## src/rtl/usb_in_endpoint_scheduler.sv

```systemverilog
// usb_in_endpoint_scheduler: IN token sequencer with per-endpoint replay buffers and DATA0/DATA1 toggles
module usb_in_endpoint_scheduler #(
  parameter int NUM_EP  = 2,
  parameter int MAX_PKT = 8,
  parameter int AW      = 4
) (
  input  logic                   clk_i,
  input  logic                   reset_i,
  input  logic                   token_valid_i,
  input  logic [3:0]             token_endp_i,
  input  logic [NUM_EP-1:0]      stall_i,
  input  logic [NUM_EP-1:0]      toggle_clr_i,
  input  logic [8*NUM_EP-1:0]    fifo_q_i,
  input  logic [NUM_EP-1:0]      fifo_empty_i,
  input  logic [AW*NUM_EP-1:0]   fifo_usedw_i,
  output logic [NUM_EP-1:0]      fifo_rdreq_o,
  output logic                   tx_valid_o,
  output logic [7:0]             tx_data_o,
  output logic                   tx_last_o,
  input  logic                   tx_ready_i,
  input  logic                   hs_ack_i,
  input  logic                   hs_timeout_i,
  output logic                   busy_o
);
  localparam int EW = NUM_EP > 1 ? $clog2(NUM_EP) : 1;
  localparam int LW = $clog2(MAX_PKT + 1);
  localparam int PW = MAX_PKT > 1 ? $clog2(MAX_PKT) : 1;
  localparam logic [7:0] PID_DATA0 = 8'hC3;
  localparam logic [7:0] PID_DATA1 = 8'h4B;
  localparam logic [7:0] PID_NAK   = 8'h5A;
  localparam logic [7:0] PID_STALL = 8'h1E;

  typedef enum logic [2:0] {IDLE, LOAD, SEND, WAIT, HS} state_e;

  state_e            state_q, state_d;
  logic [EW-1:0]     ep_q, ep_d;
  logic [LW-1:0]     n_q, n_d, cnt_q, cnt_d, idx_q, idx_d;
  logic [7:0]        hs_pid_q, hs_pid_d;
  logic              rdv_q;
  logic [NUM_EP-1:0] toggle_q, held_q, pend_q;
  logic [LW-1:0]     len_q [NUM_EP];
  logic [7:0]        buf_q [NUM_EP][MAX_PKT];
  logic [EW-1:0]     tok_ep;
  logic [AW-1:0]     tok_used;
  logic              tok_ok;

  assign busy_o = state_q != IDLE;

  always_comb begin
    tok_ep = EW'(token_endp_i);
    tok_ok = token_valid_i && (32'(token_endp_i) < NUM_EP);
    tok_used = fifo_usedw_i[tok_ep*AW +: AW];
    state_d = state_q;
    ep_d = ep_q;
    n_d = n_q;
    cnt_d = cnt_q;
    idx_d = idx_q;
    hs_pid_d = hs_pid_q;
    fifo_rdreq_o = '0;
    tx_valid_o = 1'b0;
    tx_data_o = '0;
    tx_last_o = 1'b0;
    case (state_q)
      IDLE: if (tok_ok) begin
        ep_d = tok_ep;
        cnt_d = '0;
        idx_d = '0;
        n_d = (tok_used > AW'(MAX_PKT)) ? LW'(MAX_PKT) : LW'(tok_used);
        hs_pid_d = stall_i[tok_ep] ? PID_STALL : PID_NAK;
        // a toggle_clr arriving with the token already discards the held packet
        state_d = stall_i[tok_ep] ? HS :
                  (held_q[tok_ep] && !toggle_clr_i[tok_ep]) ? SEND :
                  fifo_empty_i[tok_ep] ? HS : LOAD;
      end
      LOAD: begin
        fifo_rdreq_o[ep_q] = cnt_q != n_q;
        cnt_d = cnt_q + LW'(cnt_q != n_q);
        state_d = (cnt_q == n_q) ? SEND : LOAD;
      end
      SEND: begin
        tx_valid_o = 1'b1;
        tx_last_o = idx_q == len_q[ep_q];
        tx_data_o = (idx_q == '0) ? (toggle_q[ep_q] ? PID_DATA1 : PID_DATA0) :
                    buf_q[ep_q][PW'(idx_q - LW'(1))];
        idx_d = tx_ready_i ? idx_q + LW'(1) : idx_q;
        state_d = (tx_ready_i && tx_last_o) ? WAIT : SEND;
      end
      WAIT: state_d = (hs_ack_i || hs_timeout_i) ? IDLE : WAIT;
      HS: begin
        tx_valid_o = 1'b1;
        tx_data_o = hs_pid_q;
        tx_last_o = 1'b1;
        state_d = tx_ready_i ? IDLE : HS;
      end
      default: state_d = IDLE;
    endcase
  end

  always_ff @(posedge clk_i) begin
    if (!reset_i) begin
      state_q <= IDLE;
      ep_q <= '0;
      n_q <= '0;
      cnt_q <= '0;
      idx_q <= '0;
      hs_pid_q <= '0;
      rdv_q <= 1'b0;
      toggle_q <= '0;
      held_q <= '0;
      pend_q <= '0;
      for (int i = 0; i < NUM_EP; i++) len_q[i] <= '0;
    end else begin
      state_q <= state_d;
      ep_q <= ep_d;
      n_q <= n_d;
      cnt_q <= cnt_d;
      idx_q <= idx_d;
      hs_pid_q <= hs_pid_d;
      rdv_q <= |fifo_rdreq_o;
      // fifo_q lags rdreq by one cycle, so the capture slot is cnt_q-1
      if (rdv_q) buf_q[ep_q][PW'(cnt_q - LW'(1))] <= fifo_q_i[ep_q*8 +: 8];
      if (state_q == LOAD && cnt_q == n_q) begin
        len_q[ep_q] <= n_q;
        held_q[ep_q] <= 1'b1;
      end
      if (state_q == WAIT && hs_ack_i) begin
        toggle_q[ep_q] <= ~toggle_q[ep_q];
        held_q[ep_q] <= 1'b0;
      end
      // clears for the active endpoint wait until it returns to IDLE
      for (int i = 0; i < NUM_EP; i++)
        if (state_q == IDLE || state_d == IDLE || ep_q != EW'(i)) begin
          if (toggle_clr_i[i] || pend_q[i]) begin
            toggle_q[i] <= 1'b0;
            held_q[i] <= 1'b0;
          end
          pend_q[i] <= 1'b0;
        end else if (toggle_clr_i[i]) pend_q[i] <= 1'b1;
    end
  end
endmodule

```

## config.mk

```make
export PLATFORM = sky130hd
export DESIGN_NAME = usb_in_endpoint_scheduler
export DESIGN_NICKNAME = d
export VERILOG_FILES = /design/src/rtl/usb_in_endpoint_scheduler.sv
export SDC_FILE = /design/constraint.sdc
export NUM_CORES = 1
export LEC_CHECK = 0
export CAP_MARGIN = 20
export CELL_PAD_IN_SITES_DETAIL_PLACEMENT = 1
export CELL_PAD_IN_SITES_GLOBAL_PLACEMENT = 2
export CORE_MARGIN = 1.5
export CORE_UTILIZATION = 45
export CTS_BUF_LIST = sky130_fd_sc_hd__clkbuf_2 sky130_fd_sc_hd__clkbuf_4 sky130_fd_sc_hd__clkbuf_8
export DETAILED_ROUTE_END_ITERATION = 12
export PLACE_DENSITY = 0.87
export SYNTH_ARGS = -nofsm -noshare
export SYNTH_HDL_FRONTEND = slang
export SYNTH_SLANG_ARGS = --single-unit
```

## constraint.sdc

```tcl
create_clock -name clk_i -period 3.13 [get_ports clk_i]
set_input_delay 0.626 -clock clk_i [delete_from_list [all_inputs] [get_ports clk_i]]
set_output_delay 0.626 -clock clk_i [all_outputs]
set_load 0.01 [all_outputs]
```

==> results of run 1 <==
cells by family (layout without fill, tap and decap cells):
family	Yosys count	after routing	synth area share [%]
flip-flops	163	163	65.4
AND/OR/NAND/NOR	129	129	9.37
multiplexers	62	62	16.0
AO/OA/AOI/OAI	40	40	3.95
buffers and inverters	29	144	2.50
XOR/XNOR	15	15	1.86
adder cells (fa/ha/maj)	5	5	0.885
sequential cells by signal, summed over array words and instances (netlist names), 2 cells and up, named ones only:
name      cells
hs_pid_q      3
buf_q       128
state_q       3
pend_q        2
cnt_q         4
n_q           4
toggle_q      2
held_q        2
len_q         8
idx_q         4
worst register-to-register path: cells and delay by family, from the launching register on:
| family | cells | cell delay [ns] |
|---|---|---|
| AO/OA/AOI/OAI | 3 | 0.64 |
| XOR/XNOR | 1 | 0.22 |
| buffers and inverters | 2 | 0.39 |
| flip-flops | 1 | 0.40 |
| multiplexers | 1 | 0.35 |
| AND/OR/NAND/NOR | 1 | 0.29 |
layer usage:
| metal | global-route usage (%) | share of wire (%) | up-vias |
|---|---|---|---|
| li1 | - | - | 1919 |
| met1 | 31.2 | 43 | 2185 |
| met2 | 35.8 | 48 | 128 |
| met3 | 4.51 | 4.8 | 37 |
| met4 | 10.2 | 3.4 | 0 |
| met5 | 0 | 0 | - |
power groups by stage:
| stage | clock, mW | sequential [mW] | combinational [mW] |
|---|---|---|---|
| 4_1_cts | 1.44 | 2.36 | 0.185 |
| 3_5_place_dp | 0 | 2.41 | 0.174 |
| 6_report | 1.43 | 2.36 | 0.185 |
| 2_1_floorplan | 0 | 2.41 | 0.0869 |
| 5_1_grt | 1.52 | 2.36 | 0.200 |
| 3_3_place_gp | 0 | 2.41 | 0.165 |
layout make-up:
type,count,area share (%)
sequential,163,54.2
clock buffer,17,2.74
inverter,9,0.395
clock inverter,14,1.49
multi-input combinational,251,26.9
tap,211,3.09
timing repair buffer,104,11.2
timing repair:
item,4_1_cts,5_1_grt
setup buffers,17,5
hold buffers,0,0
cloned,1,0
pin swaps,2,1
endpoints found under the setup margin,9,7
gates resized for setup,44,13
per-stage QoR:
step	hold WS (ns)	power [mW]	worst slack, ns	area (um^2)
final	0.474	3.97	-0.0838	8550
after global routing	0.508	4.08	-0.118	8550
after CTS	0.480	3.99	-0.0587	8520
after detailed placement	0.462	2.58	0.0365	7970
after global placement	0.453	2.57	0.144	7970
after floorplan	0.441	2.49	0.677	7070
Yosys cell counts (all sizes together):
cell     number
edfxtp      136
mux4         36
nor2         34
nand2        31
dfxtp        27
mux2         15
nand3        13
and2         12
o21ai        12
clkbuf       11
mux2i        11
buf           9
inv           9
nor3          9
xnor2         8
and3          7
nand2b        7
xor2          7
a21boi        6
a21oi         6
ha            5
nand4         5
nor2b         4
o22ai         4
or3           3
a211oi        1
a22oi         1
a311oi        1
a31oi         1
a32oi         1
and2b         1
nor4b         1
o2111ai       1
o211a         1
o211ai        1
o21a          1
o221ai        1
o31a          1
o32ai         1
or2b          1
or4           1
how the worst min path moves through the flow:
stage	end	slack [ns]
after floorplan	hs_pid_q[4]	0.44
after global placement	hs_pid_q[6]	0.45
after detailed placement	hs_pid_q[4]	0.46
after CTS	hs_pid_q[6]	0.48
after global routing	hs_pid_q[4]	0.51
final	hs_pid_q[6]	0.47
layout by cell type, fill, tap and decap left out, drive strengths merged, types with 11 or more instances in the layout:
| cell type | synthesis | routed |
|---|---|---|
| nor2 | 34 | 34 |
| edfxtp | 136 | 136 |
| dfxtp | 27 | 27 |
| and2 | 12 | 12 |
| clkbuf | 11 | 18 |
| nand3 | 13 | 13 |
| clkdlybuf4s50 | 0 | 43 |
| buf | 9 | 56 |
| nand2 | 31 | 31 |
| mux2i | 11 | 11 |
| mux4 | 36 | 36 |
| o21ai | 12 | 12 |
| inv | 9 | 14 |
| mux2 | 15 | 15 |
==> results.cfg, run 1 <==
[synth]
syn_nets = 488
yosys_warnings = 0
syn_avg_cell_area_um2 = 16.0
syn-instance-count = 443
synth_top_area_cell = edfxtp_1
synthTopCellsByArea = edfxtp_1 (58%), mux4_2 (8.0%), dfxtp_1 (7.6%), mux4_1 (4.1%), mux2_2 (2.4%)
synth_top_area_share_pct = 57.8
ys_ff_latch = 163
ys_types = 51
synthesis.area_um2 = 7070
ys_seq_area_share_pct = 65.4

[setup_path]
worst_path_most_repeated_cell = mux4_2
cp.required_ns = 2.50
path_class = reg2out
timing.rr.end = held_q[1]
worst_path_dominant_cell_family = multiplexers
endpoint = tx_data_o[2]
cp-start-kind = register
cp_max_fo = 7
r2r_cells = 8
r2r_slack_ns = 0.75
max_stage_delay_ns = 0.55
crit_chain = buf_12 -> buf_8 -> buf_6 -> mux4_2 -> mux4_2 -> inv_2 -> o21ai_2 -> buf_2
slowest_stage = mux4_2
arrival_ns = 2.59
critical_path_buf_inv_count = 5
crit_path_end_kind = primary output
worstSetupPathDepth = 8

[routing]
wire_per_inst_um = 22.9
drt_iter0_drc = 271
drc = 0
firstDrtPassIters = 4
viasPerCell = 5.55
finalWirelength_um = 17600
postRouteAntennaNets = 0
vias = 4269

[pwr]
power.density_nw_per_um2 = 464
power.internal_mw = 3.08
p_sw_mw = 0.890
p_clk_share_pct = 35.9
vdd_ir_drop_max_uv = 329
p_comb_share_pct = 4.7
seq_power_share_pct = 59.4
switching_share_pct = 22.4
p_leak_nw = 2.89

[clocking]
cts_made_buffers = 17
clock_latency_ns = 0.46
htree_levels = 4
path_clk_slew_ns = 0.08
cts_buffer_depth = 2
cts_tree = built
cts_sinks = 163
clockRootBuffer = clkbuf_8

[die]
fp-row-count = 45
start_util_pct = 46.3
fp.dieH_um = 128
die_area_um2 = 16500
ios = 53
fp.dieW_um = 128
core_um2 = 15300

[flow_run]
max-cap-violations = 0

[layout]
fill_cells = 1435
stdcell_count = 769
areaGrowthSynthToFinish_pct = 21.0
antenna_cells = 0
multiInputGateArea_um2 = 2300
drive_gt1_share_pct = 27.2
seq_area_um2 = 4630
fin_nets = 591
utilization_pct = 56.1

[timing]
post-route-period-util_pct = 103
drv_slew = 0
rsz0062_at_grt = true
fin_ws_ns = -0.0838
hold_violations = 0
clock.fmax_mhz = 311
setup_violations = 1
worst_slew_pin_slew_ns = 0.544
relSlewSlack_pct = 63.7
layout_min_cycle_time_ns = 3.21
fin_skew_ns = 0.0127
tns_ns = -0.0838

[place]
io_buffers = 52
gp_congestion = 0.811
dp_cells = 716
hpwl_um = 11800

[status]
violations = negative setup slack
status = complete, but fails checks

[grt]
grt_max_degree = 32
grt_overflow = 0
grt_pass1_vias = 4513
grt_pass1_wl_um = 26700
grt_usage_pct = 22.8
antenna_found_initial = 0

[min_path]
hold_depth = 2
worstHoldStart = hs_pid_q[6]
min_path_type = reg2reg
Power figures use the tool's default switching activity.
==> inputs of run 2 (changes only) <==
--- a/config.mk
+++ b/config.mk
@@ -8,10 +8,13 @@
 export CAP_MARGIN = 20
 export CELL_PAD_IN_SITES_DETAIL_PLACEMENT = 1
 export CELL_PAD_IN_SITES_GLOBAL_PLACEMENT = 2
+export CORE_ASPECT_RATIO = 1.1
 export CORE_MARGIN = 1.5
 export CORE_UTILIZATION = 45
 export CTS_BUF_LIST = sky130_fd_sc_hd__clkbuf_2 sky130_fd_sc_hd__clkbuf_4 sky130_fd_sc_hd__clkbuf_8
+export CTS_CLUSTER_SIZE = 28
 export DETAILED_ROUTE_END_ITERATION = 12
+export HOLD_SLACK_MARGIN = 0.08
 export PLACE_DENSITY = 0.87
 export SYNTH_ARGS = -nofsm -noshare
 export SYNTH_HDL_FRONTEND = slang
==> results.cfg, run 2 (synthesis results as in run 1) <==
[setup_path]
path_class = reg2out
max_stage_delay_ns = 0.54
crit_path_end_kind = primary output
arrival_ns = 2.44
cp-start-kind = register
critical_path_buf_inv_count = 2
cp_max_fo = 6
worst_path_dominant_cell_family = multiplexers
crit_chain = buf_12 -> mux4_2 -> mux2_2 -> o22ai_1 -> o21ai_0 -> clkdlybuf4s15_1
cp.required_ns = 2.50
slowest_stage = mux4_2

[die]
fp.dieW_um = 122
fp-row-count = 47
core_um2 = 15200
fp.dieH_um = 134
ios = 53
die_area_um2 = 16500
start_util_pct = 46.4

[place]
hpwl_um = 12100
placedInstanceArea_um2 = 7960
io_buffers = 52
gp_congestion = 0.806

[clocking]
cts_made_buffers = 17
clockRootBuffer = clkbuf_8
cts_sinks = 163
cts_tree = built
path_clk_slew_ns = 0.08
cts_buffer_depth = 2
cts_hold_buf = 0
clock_latency_ns = 0.46
htree_levels = 4

[layout]
final_cell_mix = edfxtp_1 (136), clkdlybuf4s50_1 (43), nor2_1 (34), mux4_2 (34)
fill_cells = 1487
final_common_cell = edfxtp_1
largest_reg_flops = 128
antenna_cells = 0
drive_gt1_share_pct = 25.1
areaGrowthSynthToFinish_pct = 18.5
fin_area_um2 = 8380
reg_top3 = buf_q: 128 flops, len_q: 8 flops
fin_nets = 577
top_register = buf_q
utilization_pct = 55.0

[pwr]
p_leak_nw = 2.80
vdd_ir_drop_max_uv = 292
power.density_nw_per_um2 = 464

[routing]
drt_iter0_drc = 357
finalWirelength_um = 17500
firstDrtPassIters = 5
vias = 4289
viasPerCell = 5.79
drc = 0
wire_per_inst_um = 23.6
postRouteAntennaNets = 0

[grt]
grt_max_degree = 32
grt_pass1_vias = 4431
antenna_found_initial = 1
grt_overflow = 0
grt_usage_pct = 22.5
grt_pass1_wl_um = 26300

[timing]
tns_ns = 0
setup_violations = 0
clock.fmax_mhz = 326
worst_slew_pin_slew_ns = 0.601
hold_violations = 0
holdWs_ns = 0.486
layout_min_cycle_time_ns = 3.06
relSlewSlack_pct = 59.7
drv_slew = 0
post-route-period-util_pct = 97.9
fin_skew_ns = 0.0133

[status]
status = finished clean

[min_path]
min_path_type = reg2reg

[flow_run]
max-cap-violations = 0
## run 2: cell types whose count changed in the layout (fill, tap and decap cells not counted), sizes merged
cell and delta:
buf -15, clkinv +3, clkbuf +2, clkdlybuf4s15 -2, dlygate4sd2 +2, bufinv -1
clkinvlp -1, inv -1
## run 2: metal layers
| layer | routed length (um) | part of all wire [%] | track usage (%) | vias up |
|---|---|---|---|---|
| met2 | 8670 | 50 | 35.7 | 139 |
| met3 | 855 | 4.9 | 4.08 | 38 |
| met5 | 0 | 0 | 0 | - |
| met4 | 507 | 2.9 | 9.17 | 0 |
| met1 | 7480 | 43 | 30.9 | 2226 |
| li1 | - | - | - | 1886 |
## run 2: worst reg2reg max path: cells and delay by family, from the launching register on
kind | cells | cell delay [ns]
and+or+nand+nor | 2 | 0.93
DFF | 1 | 0.44
buffers and inverters | 2 | 0.39
adders and majority gates | 1 | 0.24
xor gates and xnor gates | 1 | 0.15
## run 2: timing repair
action,4_1_cts,5_1_grt
gates resized for setup,41,10
setup endpoints to repair,9,3
pin swaps,1,0
setup buffers,2,0
gates cloned,1,1
## run 2: per-stage QoR
stage                     worst slack (ns)  power [mW]  std cells
after floorplan                      0.677        2.49        443
after global placement               0.162        2.57        705
after detailed placement            0.0455        2.58        705
after CTS                          -0.0434        3.91        740
after global routing               -0.0220        4.00        741
final                               0.0663        3.89        741
## run 2: cell type report
class | count | area, um^2 | share of cell area, %
clock buffer | 18 | 241 | 2.88
clock inverter | 14 | 104 | 1.24
inverter | 9 | 33.8 | 0.403
multi-input combinational | 251 | 2260 | 27.0
sequential | 163 | 4630 | 55.3
tap | 196 | 245 | 2.93
timing repair buffer | 90 | 863 | 10.3
## run 2: path summary, 6_finish.rpt
| check | cells past startpoint | slack (ns) | from | end |
|---|---|---|---|---|
| setup / recovery | 6 | 0.07 | register | tx_data_o[1] |
| hold / removal | 2 | 0.49 | hs_pid_q[6] | hs_pid_q[6] |
| setup reg to reg | 6 | 0.70 | cnt_q[0] | buf_q[1][15] |
| hold reg to reg | 2 | 0.49 | hs_pid_q[6] | hs_pid_q[6] |
## run 2: power by group
part / internal (mW) / switching [mW]
clock network: 0.563 / 0.790
logic: 0.0910 / 0.0859
registers: 2.35 / 0.00528
total: 3.01 / 0.881
==> inputs of run 3 (changes only) <==
--- a/config.mk
+++ b/config.mk
@@ -16,6 +16,7 @@
 export DETAILED_ROUTE_END_ITERATION = 12
 export HOLD_SLACK_MARGIN = 0.08
 export PLACE_DENSITY = 0.87
+export SLEW_MARGIN = 20
 export SYNTH_ARGS = -nofsm -noshare
 export SYNTH_HDL_FRONTEND = slang
 export SYNTH_SLANG_ARGS = --single-unit
==> results of run 3 <==
Final layout, timing and power as in run 2 (identical DEF).
